**src/rtl/serial_byte_loader.sv**
```systemverilog
// serial_byte_loader: oversampling serial frame receiver driving D and an active-low EN load strobe.
// Define SER_PARITY_EN to add an even-parity bit after the data bits.
module serial_byte_loader #(
    parameter int DIV = 4
) (
    input  logic       CK,
    input  logic       CLR,
    input  logic       SIN,
    output logic [7:0] D,
    output logic       EN,
    output logic       FERR,
    output logic       PERR,
    output logic       BUSY
);
    localparam int CW = $clog2(DIV);
    localparam logic [CW-1:0] HALF = CW'(DIV / 2 - 1);
    localparam logic [CW-1:0] LAST = CW'(DIV - 1);

`ifdef SER_PARITY_EN
    typedef enum logic [2:0] {IDLE, START, DATA, PARITY, STOP, WAITHI} state_t;
`else
    typedef enum logic [2:0] {IDLE, START, DATA, STOP, WAITHI} state_t;
`endif

    state_t          state, state_n;
    logic            s1, s;
    logic [CW-1:0]   cnt, cnt_n;
    logic [2:0]      bitn, bitn_n;
    logic [7:0]      shreg, shreg_n, d_n;
    logic            en_n, ferr_n;

`ifdef SER_PARITY_EN
    logic pbad, pbad_n, perr_n;
`else
    assign PERR = 1'b0;
`endif

    assign BUSY = (state != IDLE) && (state != WAITHI);

    always_ff @(posedge CK or negedge CLR) begin
        if (!CLR) begin
            s1    <= 1'b1;
            s     <= 1'b1;
            state <= IDLE;
            cnt   <= '0;
            bitn  <= '0;
            shreg <= '0;
            D     <= 8'h00;
            EN    <= 1'b1;
            FERR  <= 1'b0;
`ifdef SER_PARITY_EN
            pbad  <= 1'b0;
            PERR  <= 1'b0;
`endif
        end else begin
            s1    <= SIN;
            s     <= s1;
            state <= state_n;
            cnt   <= cnt_n;
            bitn  <= bitn_n;
            shreg <= shreg_n;
            D     <= d_n;
            EN    <= en_n;
            FERR  <= ferr_n;
`ifdef SER_PARITY_EN
            pbad  <= pbad_n;
            PERR  <= perr_n;
`endif
        end
    end

    always_comb begin
        state_n = state;
        cnt_n   = cnt;
        bitn_n  = bitn;
        shreg_n = shreg;
        d_n     = D;
        en_n    = 1'b1;
        ferr_n  = 1'b0;
`ifdef SER_PARITY_EN
        pbad_n  = pbad;
        perr_n  = 1'b0;
`endif
        case (state)
            IDLE: begin
                if (!s) begin
                    state_n = START;
                    cnt_n   = '0;
                end
            end
            START: begin
                cnt_n = cnt + CW'(1);
                if (cnt == HALF) begin
                    cnt_n   = '0;
                    bitn_n  = '0;
                    state_n = s ? IDLE : DATA;
                end
            end
            DATA: begin
                cnt_n = cnt + CW'(1);
                if (cnt == LAST) begin
                    cnt_n   = '0;
                    shreg_n = {s, shreg[7:1]};
                    bitn_n  = bitn + 3'd1;
`ifdef SER_PARITY_EN
                    if (bitn == 3'd7) state_n = PARITY;
`else
                    if (bitn == 3'd7) state_n = STOP;
`endif
                end
            end
`ifdef SER_PARITY_EN
            PARITY: begin
                cnt_n = cnt + CW'(1);
                if (cnt == LAST) begin
                    cnt_n   = '0;
                    pbad_n  = ^{shreg, s};
                    state_n = STOP;
                end
            end
`endif
            STOP: begin
                cnt_n = cnt + CW'(1);
                if (cnt == LAST) begin
                    cnt_n = '0;
                    // a low stop bit wins over a parity error and parks until the line recovers
                    if (!s) begin
                        ferr_n  = 1'b1;
                        state_n = WAITHI;
`ifdef SER_PARITY_EN
                    end else if (pbad) begin
                        perr_n  = 1'b1;
                        state_n = IDLE;
`endif
                    end else begin
                        d_n     = shreg;
                        en_n    = 1'b0;
                        state_n = IDLE;
                    end
                end
            end
            WAITHI: begin
                if (s) state_n = IDLE;
            end
            default: state_n = IDLE;
        endcase
    end
endmodule

```
**config.mk**
```make
export PLATFORM = sky130hd
export DESIGN_NAME = serial_byte_loader
export DESIGN_NICKNAME = d
export VERILOG_FILES = /design/src/rtl/serial_byte_loader.sv
export SDC_FILE = /design/constraint.sdc
export NUM_CORES = 1
export LEC_CHECK = 0
export BUFFER_PORTS_ARGS = -buffer_cell sky130_fd_sc_hd__buf_2
export CORE_UTILIZATION = 40
export DETAILED_ROUTE_END_ITERATION = 7
export PLACE_DENSITY = 0.6
export RECOVER_POWER = 25
export SLEW_MARGIN = 20
export SYNTH_ARGS = -nofsm -noshare
export SYNTH_HDL_FRONTEND = slang
export SYNTH_SLANG_ARGS = --single-unit
```
**constraint.sdc**
```tcl
create_clock -name CK -period 1.85 [get_ports CK]
set_input_delay 0.0925 -clock CK [delete_from_list [all_inputs] [get_ports CK]]
set_output_delay 0.0925 -clock CK [all_outputs]
set_load 0.02 [all_outputs]
```
==> impl_metrics.sql, run 1 <==
INSERT INTO impl_metrics (metric_group, metric, value, unit) VALUES
('final_layout', 'count_of_nets_after_finishing', '114', ''),
('setup_path', 'register_to_register_setup_slack', '0.14', 'ns'),
('placed_design', 'detailed_place.area', '1351', 'um^2'),
('final_layout', 'nFillCells', '285', ''),
('timing', 'timing.fmax', '0.5841', 'GHz'),
('clock_tree', 'cts_resized', '0', ''),
('final_layout', 'post-route-util', '0.4612', ''),
('synthesis', 'yosys.area_share.simple', '0.1014', ''),
('clock_tree', 'cts_post_setup_buffers_inserted', '0', ''),
('floorplan', 'die_h', '58.38', 'um'),
('final_layout', 'finalNonFillerCells', '149', ''),
('timing', 'setup_total_negative_slack', '0', 'ns'),
('clock_tree', 'cts_max_path_buffers', '2', ''),
('synthesis', 'netlist_instances', '91', ''),
('global_routing', 'grt_pass1_wl', '3.346', 'mm'),
('final_layout', 'multiInputGateArea', '500.5', 'um^2'),
('hold_path', 'endpoint_of_the_worst_hold_path', 's', ''),
('drt', 'drt_iter0_drc', '20', ''),
('synthesis', 'synth.top_cells.by_area', 'sky130_fd_sc_hd__dfrtp_1 (49%), sky130_fd_sc_hd__mux2_4 (9.4%), sky130_fd_sc_hd__mux2_2 (7.1%), sky130_fd_sc_hd__dfstp_2 (6.2%), sky130_fd_sc_hd__ha_1 (4.9%)', ''),
('global_routing', 'grt_remaining_overflow', '0', ''),
('setup_path', 'worst-setup-path-type', 'flop to flop', ''),
('drt', 'detail_route.wl_per_cell', '12.93', 'um'),
('setup_path', 'rr_startpoint', 'cnt[0]', ''),
('clock_tree', 'cts_root_buffer', 'sky130_fd_sc_hd__clkbuf_4', ''),
('clock_tree', 'clk_latency', '0.32', 'ns'),
('clock_tree', 'cts_inserted_buffers', '3', ''),
('synthesis', 'seq_area_frac_synth', '0.5541', ''),
('hold_path', 'holdPathStages', '0', ''),
('final_layout', 'num_antenna_cells', '0', ''),
('synthesis', 'synth.cell_area', '1271', 'um^2'),
('floorplan', 'placementRows', '20', ''),
('global_routing', 'grt_antenna_before_repair', '0', ''),
('synthesis', 'avgSynthCellArea', '13.97', 'um^2'),
('synthesis', 'yosys.area_share.adder', '0.04921', ''),
('floorplan', 'num_io_pins', '15', ''),
('placed_design', 'post-place-cells', '143', ''),
('timing', 'clock-skew-final', '0.001645', 'ns'),
('synthesis', 'synth_cell_types', '27', ''),
('floorplan', 'core_area', '3028', 'um^2'),
('power', 'peakVddDrop', '0.4172', 'mV'),
('placed_design', 'portbufs', '13', ''),
('final_layout', 'ff_latch_area', '704.4', 'um^2'),
('setup_path', 'critical_path_peak_fanout', '9', ''),
('drt', 'post_drt_via_cell_ratio', '4.624', ''),
('timing', 'report.final.slew_viol_count', '0', ''),
('setup_path', 'worstRegToRegCells', '4', ''),
('synthesis', 'yosys.area.top_type', 'sky130_fd_sc_hd__dfrtp_1', ''),
('synthesis', 'proportion_of_synthesized_area_in_mux_cells', '0.1811', ''),
('floorplan', 'die_area', '3408', 'um^2'),
('synthesis', 'synth_compound_area_frac', '0.05906', ''),
('global_routing', 'first_global_vias', '665', ''),
('setup_path', 'cp_data_arrival_time', '1.94', 'ns'),
('final_layout', 'most_frequent_standard_cell_in_the_layout_excluding_fill_and_tap_cells', 'sky130_fd_sc_hd__dfrtp_1', ''),
('outcome', 'run_status', 'complete, no violations', ''),
('clock_tree', 'clock_tree_from_tritoncts', 'yes', ''),
('drt', 'route.detailed.drc', '0', ''),
('final_layout', 'area_growth_syn_to_layout', '9.843', '%'),
('final_layout', 'drive_above_1_share', '0.3714', ''),
('clock_tree', 'clock_tree.htree_level_count', '1', ''),
('clock_tree', 'clock-sinks', '28', ''),
('power', 'power.static_leakage', '0.7627', 'nW'),
('synthesis', 'yosysWarningCount', '0', ''),
('floorplan', 'start_util', '0.4198', ''),
('global_routing', 'groute.usage.overall', '0.1335', ''),
('drt', 'first_pass_iters', '4', ''),
('setup_path', 'cp-start-kind', 'flop', ''),
('timing', 'grt_setup_unrepaired', 'false', ''),
('timing', 'report.final.hold_viol_count', '0', ''),
('run', 'drv_cap', '0', ''),
('timing', 'worst_hold_slack', '0.3694', 'ns'),
('global_routing', 'grt_start_max_net_pins', '29', '');
==> power by group <==
part | leakage (nW) | total [mW] | internal (mW) | switching (mW)
clock | 0.0150 | 0.258 | 0.0846 | 0.174
combinational | 0.377 | 0.394 | 0.193 | 0.201
sequential | 0.371 | 0.859 | 0.722 | 0.137
==> registers in the layout, summed over array words and instances, names as in the netlist <==
signal / flops
shreg: 8
EN: 1
FERR: 1
bitn: 3
s: 1
cnt: 2
D: 8
state: 3
s1: 1
==> logic make-up after synthesis <==
kind of cell,count (synthesis)
and+or+nand+nor,17
buffers and inverters,11
adders and majority gates,5
AOI/OAI and AO/OA,11
muxes,18
DFF,28
other,1
==> cells in the mapped netlist <==
master / number
sky130_fd_sc_hd__a21o_1: 3
sky130_fd_sc_hd__a21oi_1: 3
sky130_fd_sc_hd__a31o_2: 1
sky130_fd_sc_hd__a31oi_1: 1
sky130_fd_sc_hd__a32oi_1: 1
sky130_fd_sc_hd__and4_1: 2
sky130_fd_sc_hd__and4b_1: 1
sky130_fd_sc_hd__and4bb_2: 2
sky130_fd_sc_hd__buf_2: 2
sky130_fd_sc_hd__buf_4: 2
sky130_fd_sc_hd__buf_6: 2
sky130_fd_sc_hd__conb_1: 1
sky130_fd_sc_hd__dfrtp_1: 25
sky130_fd_sc_hd__dfstp_2: 3
sky130_fd_sc_hd__ha_1: 5
sky130_fd_sc_hd__inv_1: 5
sky130_fd_sc_hd__mux2_2: 8
sky130_fd_sc_hd__mux2_4: 8
sky130_fd_sc_hd__mux2i_1: 2
sky130_fd_sc_hd__nand2_1: 1
sky130_fd_sc_hd__nand4b_4: 1
sky130_fd_sc_hd__nor2_1: 7
sky130_fd_sc_hd__nor3b_1: 1
sky130_fd_sc_hd__nor4b_1: 1
sky130_fd_sc_hd__o21ai_0: 1
sky130_fd_sc_hd__o41ai_1: 1
sky130_fd_sc_hd__or2_1: 1
==> metrics by stage <==
step                      setup WS [ns]  power, mW
after floorplan                  0.3238      1.167
final                            0.1378      1.511
after global placement           0.1788      1.249
after detailed placement         0.1491      1.267
after CTS                        0.1249      1.529
after global routing            0.03457      1.626
==> final cells by class <==
cell class	instances	area share
Timing Repair Buffer	16	0.06541
Clock buffer	4	0.01882
Inverter	5	0.01344
Sequential cell	28	0.5045
Multi-Input combinational cell	52	0.3584
Tap cell	44	0.03943
==> worst max path at each step <==
stage,to,slack (ns),cells after the start
after floorplan,shreg[0],0.32,4
after global placement,D[5],0.18,4
after detailed placement,D[4],0.15,4
after CTS,D[5],0.12,4
after global routing,D[3],0.03,4
final,D[3],0.14,4
==> worst max-delay path: stages, from the launching register on <==
cell and delay, ns:
sky130_fd_sc_hd__dfrtp_1 0.44, sky130_fd_sc_hd__ha_1 0.28, sky130_fd_sc_hd__nand4b_4 0.10, sky130_fd_sc_hd__or2_1 0.44, sky130_fd_sc_hd__mux2_4 0.35
==> per-layer routing <==
metal / GRT usage / part of all wire / vias to the layer above
met5: 0 / 0 / -
met4: 0.07143 / 0.011 / 0
li1: - / - / 346
met2: 0.1773 / 0.44 / 12
met1: 0.2081 / 0.52 / 328
met3: 0.01978 / 0.024 / 3
==> what timing repair did <==
action / in CTS / in global routing
hold buffers: 2 / 0
endpoints found under the setup margin: 0 / 0
hold endpoints to repair: 26 / 0
(Power assumes the default switching activity.)
==> run 2: changes to the inputs <==
--- a/config.mk
+++ b/config.mk
@@ -5,6 +5,7 @@
 export SDC_FILE = /design/constraint.sdc
 export NUM_CORES = 1
 export LEC_CHECK = 0
+export ABC_AREA = 1
 export BUFFER_PORTS_ARGS = -buffer_cell sky130_fd_sc_hd__buf_2
 export CORE_UTILIZATION = 40
 export DETAILED_ROUTE_END_ITERATION = 7
==> constraint.sdc (replaced) <==
create_clock -name CK -period 1.95 [get_ports CK]
set_input_delay 0.0975 -clock CK [delete_from_list [all_inputs] [get_ports CK]]
set_output_delay 0.0975 -clock CK [all_outputs]
set_load 0.02 [all_outputs]
==> impl_metrics.sql, run 2 <==
INSERT INTO impl_metrics (metric_group, metric, value, unit) VALUES
('drt', 'wirelength', '2.066', 'mm'),
('final_layout', 'most_frequent_standard_cell_in_the_layout_excluding_fill_and_tap_cells', 'sky130_fd_sc_hd__nand2_1', ''),
('drt', 'first_pass_iters', '4', ''),
('timing', 'layout_min_cycle_time', '1.507', 'ns'),
('timing', 'grt_setup_unrepaired', 'false', ''),
('placed_design', 'place_ws', '0.4418', 'ns'),
('synthesis', 'synth_seq_cells', '28', ''),
('setup_path', 'worstRegToRegCells', '6', ''),
('power', 'peakVddDrop', '0.4900', 'mV'),
('synthesis', 'synth_ff_type', 'sky130_fd_sc_hd__dfrtp_1', ''),
('setup_path', 'cell_chain_of_the_critical_path', 'ha_1 -> nand3_2 -> nand2_1 -> nand2_2 -> nand2_1 -> o21ai_1', ''),
('synthesis', 'synth_edf_count', '0', ''),
('power', 'power.static_leakage', '0.6798', 'nW'),
('setup_path', 'cp_data_required_time', '2.18', 'ns'),
('clock_tree', 'clock_slew_at_reported_path_ffs', '0.15', 'ns'),
('placed_design', 'portbufs', '13', ''),
('setup_path', 'worstReg2RegEnd', 'bitn[2]', ''),
('setup_path', 'cp_top_family', 'simple AND/OR/NAND/NOR gates', ''),
('power', 'clock_power_share', '0.247', ''),
('final_layout', 'layout_top_registers', 'D x8, shreg x8', ''),
('synthesis', 'avgSynthCellArea', '9.586', 'um^2'),
('final_layout', 'drive_above_1_share', '0.2483', ''),
('floorplan', 'start_util', '0.4211', ''),
('setup_path', 'critical_path_peak_fanout', '17', ''),
('timing', 'timing.fmax', '0.6635', 'GHz'),
('timing', 'finalSetupViolations', '0', ''),
('power', 'power.internal', '0.9940', 'mW'),
('setup_path', 'rr_startpoint', 'cnt[0]', ''),
('power', 'p_sw', '0.5229', 'mW'),
('setup_path', 'cp_data_arrival_time', '1.74', 'ns'),
('setup_path', 'worstSetupEndpointType', 'flop', ''),
('synthesis', 'yosys.area.top_type', 'sky130_fd_sc_hd__dfrtp_1', ''),
('setup_path', 'worst_path_most_repeated_cell', 'sky130_fd_sc_hd__nand2_1', ''),
('drt', 'detail-route-antenna-nets', '0', ''),
('power', 'seq_power_share', '0.470', ''),
('drt', 'detail_route.wl_per_cell', '10.70', 'um'),
('final_layout', 'nFillCells', '292', ''),
('clock_tree', 'cts_resized', '0', ''),
('final_layout', 'num_antenna_cells', '0', ''),
('setup_path', 'worst-setup-path-type', 'flop to flop', ''),
('timing', 'report.final.hold_viol_count', '0', ''),
('synthesis', 'seq_area_frac_synth', '0.5525', ''),
('run', 'drv_cap', '0', ''),
('drt', 'drt_iter0_drc', '17', ''),
('drt', 'num_vias', '870', ''),
('power', 'power.combinational.fraction', '0.283', ''),
('power', 'sw_frac_of_total', '0.3447', ''),
('timing', 'worst_relative_slew_slack', '0.5879', ''),
('placed_design', 'globalplace.congestion', '0.8087', ''),
('timing', 'worst_slew_pin_slew', '0.6182', 'ns'),
('global_routing', 'grt_remaining_overflow', '0', ''),
('setup_path', 'stages_on_worst_setup_path', '6', ''),
('clock_tree', 'clock-sinks', '28', ''),
('synthesis', 'synth_commonest_cells', 'sky130_fd_sc_hd__nand2_1 (32), sky130_fd_sc_hd__dfrtp_1 (25), sky130_fd_sc_hd__inv_1 (16)', ''),
('synthesis', 'yosys.cell_count.top_type', 'sky130_fd_sc_hd__nand2_1', ''),
('final_layout', 'count_of_nets_after_finishing', '158', ''),
('global_routing', 'grt_pass1_wl', '3.732', 'mm'),
('clock_tree', 'cts_root_buffer', 'sky130_fd_sc_hd__clkbuf_4', ''),
('power', 'power_density', '1051', 'nW/um^2'),
('synthesis', 'synth_cell_types', '23', ''),
('final_layout', 'most-common-layout-cells', 'sky130_fd_sc_hd__nand2_1 (32), sky130_fd_sc_hd__dfrtp_1 (25), sky130_fd_sc_hd__inv_1 (16), sky130_fd_sc_hd__buf_2 (13), sky130_fd_sc_hd__o21ai_1 (11)', ''),
('setup_path', 'critical_path.n_buffers_inverters', '0', ''),
('synthesis', 'yosysWarningCount', '0', ''),
('clock_tree', 'clock_tree_from_tritoncts', 'yes', ''),
('synthesis', 'ys_async_sr_fraction', '1.000', ''),
('floorplan', 'placementRows', '20', ''),
('timing', 'setup_total_negative_slack', '0', 'ns'),
('floorplan', 'floorplan_die_width', '58.46', 'um'),
('setup_path', 'crit_end', 'bitn[2]', ''),
('setup_path', 'worst_setup_path_startpoint', 'cnt[0]', ''),
('floorplan', 'core_area', '3028', 'um^2'),
('global_routing', 'grt_start_max_net_pins', '29', ''),
('global_routing', 'groute.usage.overall', '0.1445', ''),
('setup_path', 'register_to_register_setup_slack', '0.44', 'ns'),
('global_routing', 'grt_antenna_before_repair', '0', ''),
('clock_tree', 'clock_tree.htree_level_count', '1', ''),
('outcome', 'run_status', 'complete, no violations', ''),
('final_layout', 'area_growth_syn_to_layout', '13.25', '%'),
('setup_path', 'cp-start-kind', 'flop', ''),
('timing', 'clock-skew-final', '0.0007972', 'ns'),
('clock_tree', 'cts_inserted_buffers', '3', ''),
('floorplan', 'die_area', '3417', 'um^2'),
('synthesis', 'synth.cell_area', '1275', 'um^2'),
('floorplan', 'die_h', '58.46', 'um'),
('hold_path', 'hold_path_class', 'input pin to asynchronous set/reset pin', ''),
('drt', 'post_drt_via_cell_ratio', '4.508', ''),
('clock_tree', 'cts_post_setup_buffers_inserted', '0', ''),
('drt', 'route.detailed.drc', '0', ''),
('synthesis', 'synth.top_cells.by_area', 'sky130_fd_sc_hd__dfrtp_1 (49%), sky130_fd_sc_hd__nand2_1 (9.4%), sky130_fd_sc_hd__dfstp_2 (6.2%), sky130_fd_sc_hd__o21ai_2 (5.5%), sky130_fd_sc_hd__ha_1 (4.9%)', ''),
('placed_design', 'place_hpwl', '1.495', 'mm'),
('clock_tree', 'clk_latency', '0.32', 'ns'),
('synthesis', 'synth_largest_type_area_fraction', '0.4907', ''),
('timing', 'final_critical_path_setup_slack', '0.4429', 'ns'),
('setup_path', 'critical-path-slowest-cell', 'sky130_fd_sc_hd__dfrtp_1', ''),
('timing', 'report.final.slew_viol_count', '0', ''),
('synthesis', 'netlist_instances', '133', ''),
('floorplan', 'num_io_pins', '15', ''),
('timing', 'final_cycle_share', '0.7729', ''),
('clock_tree', 'cts_max_path_buffers', '2', ''),
('synthesis', 'postSynthNetCount', '141', ''),
('global_routing', 'first_global_vias', '848', ''),
('setup_path', 'cp_slowest_stage_delay', '0.43', 'ns');
## run 2: cell count changes in the layout (fill, tap and decap cells not counted), moves of 3 or more
| cell | delta |
|---|---|
| sky130_fd_sc_hd__inv_2 | +3 |
| sky130_fd_sc_hd__o21ai_1 | +11 |
| sky130_fd_sc_hd__a21o_1 | -3 |
| sky130_fd_sc_hd__mux2_4 | -8 |
| sky130_fd_sc_hd__mux2_2 | -8 |
| sky130_fd_sc_hd__a21oi_1 | -3 |
| sky130_fd_sc_hd__nand2_1 | +31 |
| sky130_fd_sc_hd__o21ai_2 | +8 |
| sky130_fd_sc_hd__nand3_1 | +7 |
| sky130_fd_sc_hd__inv_1 | +11 |
## run 2: cell type report
class | instances | area, um^2 | area share
Inverter | 19 | 71.32 | 0.04939
Sequential cell | 28 | 704.4 | 0.4879
Timing Repair Buffer | 15 | 85.08 | 0.05893
Clock buffer | 3 | 22.52 | 0.01560
Tap cell | 44 | 55.05 | 0.03813
Clock inverter | 1 | 30.03 | 0.02080
Multi-Input combinational cell | 83 | 475.5 | 0.3293
## run 2: kinds of logic after synthesis
kind of cell | count (synthesis) | share of synthesized area
and+or+nand+nor | 53 | 0.1982
DFF | 28 | 0.5525
AOI/OAI and AO/OA | 24 | 0.1227
buffers and inverters | 22 | 0.07458
adders and majority gates | 5 | 0.04907
other | 1 | 0.002941
## run 2: worst min-delay path by stage
| stage | startpoint | to | depth (start not counted) | slack [ns] |
|---|---|---|---|---|
| 2_1_floorplan | CLR | D[0] | 0 | -0.20 |
| 3_5_place_dp | CLR | state[0] | 1 | 0.16 |
| 5_1_grt | CLR | state[1] | 2 | 0.35 |
| 6_report | CLR | state[1] | 2 | 0.31 |
| 3_3_place_gp | CLR | state[1] | 1 | 0.14 |
| 4_1_cts | CLR | D[0] | 2 | 0.32 |
## run 2: metal layers
metal	global-route usage	part of all wire
met1	0.1925	0.50
met2	0.2332	0.47
met3	0.01978	0.023
met5	0	0
met4	0.07143	0.0092
## run 2: repair_timing
action,4_1_cts,5_1_grt
hold buffers,2,0
hold endpoints to repair,26,0
endpoints found under the setup margin,0,0
## run 2: metrics by stage
| step | cell area (um^2) | instances | power [mW] | util | hold WS (ns) |
|---|---|---|---|---|---|
| 6_report | 1444 | 193 | 1.517 | 0.4769 | 0.3071 |
| 5_1_grt | 1444 | 193 | 1.634 | 0.4769 | 0.3500 |
| 4_1_cts | 1444 | 193 | 1.539 | 0.4769 | 0.3216 |
| 3_5_place_dp | 1371 | 187 | 1.157 | 0.4529 | 0.1551 |
| 3_3_place_gp | 1371 | 187 | 1.138 | 0.4529 | 0.1419 |
| 2_1_floorplan | 1275 | 133 | 1.049 | - | -0.1981 |
## run 2: power groups by stage
stage          combinational, mW  sequential [mW]  clock [mW]
6_report                   0.430            0.713       0.374
5_1_grt                    0.496            0.726       0.412
4_1_cts                    0.437            0.713       0.390
3_5_place_dp               0.435            0.721           0
3_3_place_gp               0.419            0.719           0
2_1_floorplan              0.337            0.711           0
==> run 3: changes to the inputs <==
==> constraint.sdc (replaced) <==
create_clock -name CK -period 1.5 [get_ports CK]
set_input_delay 0.075 -clock CK [delete_from_list [all_inputs] [get_ports CK]]
set_output_delay 0.075 -clock CK [all_outputs]
set_load 0.02 [all_outputs]
==> impl_metrics.sql, run 3 (synthesis results as in run 2) <==
INSERT INTO impl_metrics (metric_group, metric, value, unit) VALUES
('power', 'sw_frac_of_total', '0.3528', ''),
('final_layout', 'drive_above_1_share', '0.2600', ''),
('timing', 'worst_hold_slack', '0.2939', 'ns'),
('final_layout', 'num_antenna_cells', '0', ''),
('setup_path', 'critical_path_peak_fanout', '6', ''),
('setup_path', 'cp-start-kind', 'flop', ''),
('global_routing', 'grt_remaining_overflow', '0', ''),
('setup_path', 'cp_data_arrival_time', '1.26', 'ns'),
('global_routing', 'first_global_vias', '833', ''),
('setup_path', 'cp_data_required_time', '1.42', 'ns'),
('power', 'clock_power_share', '0.248', ''),
('timing', 'clock-skew-final', '0.004216', 'ns'),
('floorplan', 'core_area', '3028', 'um^2'),
('drt', 'met1_length', '1.067', 'mm'),
('final_layout', 'layout_top_registers', 'D x8, shreg x8', ''),
('drt', 'num_vias', '880', ''),
('final_layout', 'area_growth_syn_to_layout', '14.03', '%'),
('placed_design', 'post-place-cells', '188', ''),
('power', 'peakVddDrop', '0.6015', 'mV'),
('placed_design', 'globalplace.congestion', '0.8040', ''),
('timing', 'worst_relative_slew_slack', '0.5492', ''),
('outcome', 'run_status', 'complete, no violations', ''),
('timing', 'final_cycle_share', '0.8901', ''),
('global_routing', 'grt_antenna_before_repair', '0', ''),
('run', 'drv_cap', '0', ''),
('power', 'power_density', '1380', 'nW/um^2'),
('setup_path', 'cp_slowest_stage_delay', '0.49', 'ns'),
('timing', 'layout_min_cycle_time', '1.335', 'ns'),
('final_layout', 'multiInputGateArea', '478.0', 'um^2'),
('final_layout', 'post-route-util', '0.4802', ''),
('power', 'power.static_leakage', '0.6845', 'nW'),
('floorplan', 'start_util', '0.4211', ''),
('floorplan', 'die_area', '3417', 'um^2'),
('final_layout', 'most-common-layout-cells', 'sky130_fd_sc_hd__nand2_1 (32), sky130_fd_sc_hd__dfrtp_1 (25), sky130_fd_sc_hd__inv_1 (16), sky130_fd_sc_hd__buf_2 (12), sky130_fd_sc_hd__o21ai_1 (11)', ''),
('clock_tree', 'cts_inserted_buffers', '3', ''),
('timing', 'grt_setup_unrepaired', 'false', ''),
('timing', 'report.final.slew_viol_count', '0', ''),
('floorplan', 'floorplan_die_width', '58.46', 'um'),
('setup_path', 'critical-path-slowest-cell', 'sky130_fd_sc_hd__dfrtp_1', ''),
('setup_path', 'worstRegToRegCells', '6', ''),
('clock_tree', 'cts_max_path_buffers', '2', ''),
('clock_tree', 'clock_tree.htree_level_count', '1', ''),
('final_layout', 'finalNonFillerCells', '194', ''),
('floorplan', 'placementRows', '20', ''),
('timing', 'worst_slew_pin_slew', '0.6762', 'ns'),
('setup_path', 'worstSetupEndpointType', 'output port', ''),
('global_routing', 'groute.usage.overall', '0.1378', ''),
('power', 'seq_power_share', '0.462', ''),
('clock_tree', 'clock_slew_at_reported_path_ffs', '0.15', 'ns'),
('power', 'total_power', '2.006', 'mW'),
('drt', 'route.detailed.drc', '0', ''),
('clock_tree', 'clock-sinks', '28', ''),
('power', 'power.internal', '1.298', 'mW'),
('setup_path', 'worst-setup-path-type', 'flop to output port', ''),
('final_layout', 'most_frequent_standard_cell_in_the_layout_excluding_fill_and_tap_cells', 'sky130_fd_sc_hd__nand2_1', ''),
('drt', 'drt_iter0_drc', '26', ''),
('global_routing', 'grt_start_max_net_pins', '29', ''),
('clock_tree', 'clock_tree_from_tritoncts', 'yes', ''),
('hold_path', 'hold_path_class', 'input pin to asynchronous set/reset pin', ''),
('global_routing', 'grt_pass1_wl', '3.567', 'mm'),
('timing', 'timing.fmax', '0.7490', 'GHz'),
('timing', 'setup_total_negative_slack', '0', 'ns'),
('placed_design', 'portbufs', '13', ''),
('drt', 'wirelength', '2.061', 'mm'),
('floorplan', 'num_io_pins', '15', ''),
('drt', 'detail-route-antenna-nets', '0', ''),
('final_layout', 'count_of_nets_after_finishing', '159', ''),
('setup_path', 'worstReg2RegEnd', 'D[7]', ''),
('drt', 'post_drt_via_cell_ratio', '4.536', ''),
('power', 'power.combinational.fraction', '0.290', ''),
('floorplan', 'die_h', '58.46', 'um'),
('timing', 'report.final.hold_viol_count', '0', ''),
('drt', 'route.met2.wl', '906', 'um'),
('drt', 'wl_met3', '58', 'um'),
('setup_path', 'rr_startpoint', 'state[2]', ''),
('drt', 'maxUsedRoutingLayer', 'met4', ''),
('clock_tree', 'clk_latency', '0.33', 'ns'),
('setup_path', 'register_to_register_setup_slack', '0.16', 'ns'),
('clock_tree', 'cts_root_buffer', 'sky130_fd_sc_hd__clkbuf_4', ''),
('drt', 'first_pass_iters', '4', ''),
('timing', 'finalSetupViolations', '0', ''),
('setup_path', 'cell_chain_of_the_critical_path', 'nor2_1 -> inv_1 -> buf_2', ''),
('final_layout', 'ff_latch_area', '704.4', 'um^2'),
('drt', 'detail_route.wl_per_cell', '10.62', 'um'),
('final_layout', 'nFillCells', '310', ''),
('power', 'p_sw', '0.7077', 'mW'),
('placed_design', 'place_hpwl', '1.420', 'mm');
## run 3: worst max-delay path by stage
stage                         from       end  cells after the start
after global placement    state[2]      D[1]                      6
after detailed placement    cnt[0]  state[0]                      6
final                     state[0]      BUSY                      3
after floorplan             cnt[0]  shreg[7]                      5
after CTS                   cnt[0]  state[0]                      6
after global routing        cnt[0]  state[1]                      6
## run 3: power groups by stage
| stage | combinational, mW | clock [mW] | sequential, mW |
|---|---|---|---|
| 6_report | 0.582 | 0.497 | 0.927 |
| 5_1_grt | 0.670 | 0.543 | 0.936 |
| 4_1_cts | 0.571 | 0.510 | 0.925 |
| 3_5_place_dp | 0.567 | 0 | 0.937 |
| 3_3_place_gp | 0.546 | 0 | 0.934 |
| 2_1_floorplan | 0.438 | 0 | 0.925 |
## run 3: critical path: cells and delay by family, from the launching register on
| kind | cells | cell delay (ns) |
|---|---|---|
| flops | 1 | 0.49 |
| buf+inv | 2 | 0.27 |
| simple gates | 1 | 0.18 |
## run 3: layer usage
layer  vias up  global-route usage
li1        457                   -
met1       404              0.1905
met2        15              0.2118
met3         4             0.02637
met4         0             0.06122
met5         -                   0
## run 3: cell type report
cell class,count,share of cell area
clock buffer,3,0.01549
clock inverter,1,0.02065
inverter,19,0.04905
multi-input combinational,83,0.3287
sequential,28,0.4845
tap,44,0.03787
timing repair buffer,16,0.06368
## run 3: repair_timing
item / in CTS / in global routing
setup endpoints to repair: 0 / 1
hold buffers: 2 / 0
buffers inserted: 0 / 0
hold endpoints to repair: 26 / 0
resized for setup: 0 / 1
## run 3: through the flow
stage / setup WS [ns] / instance area (um^2)
6_report: 0.1649 / 1454
5_1_grt: 0.03562 / 1454
4_1_cts: 0.1654 / 1451
3_5_place_dp: 0.1844 / 1379
3_3_place_gp: 0.1990 / 1379
2_1_floorplan: 0.2891 / 1275
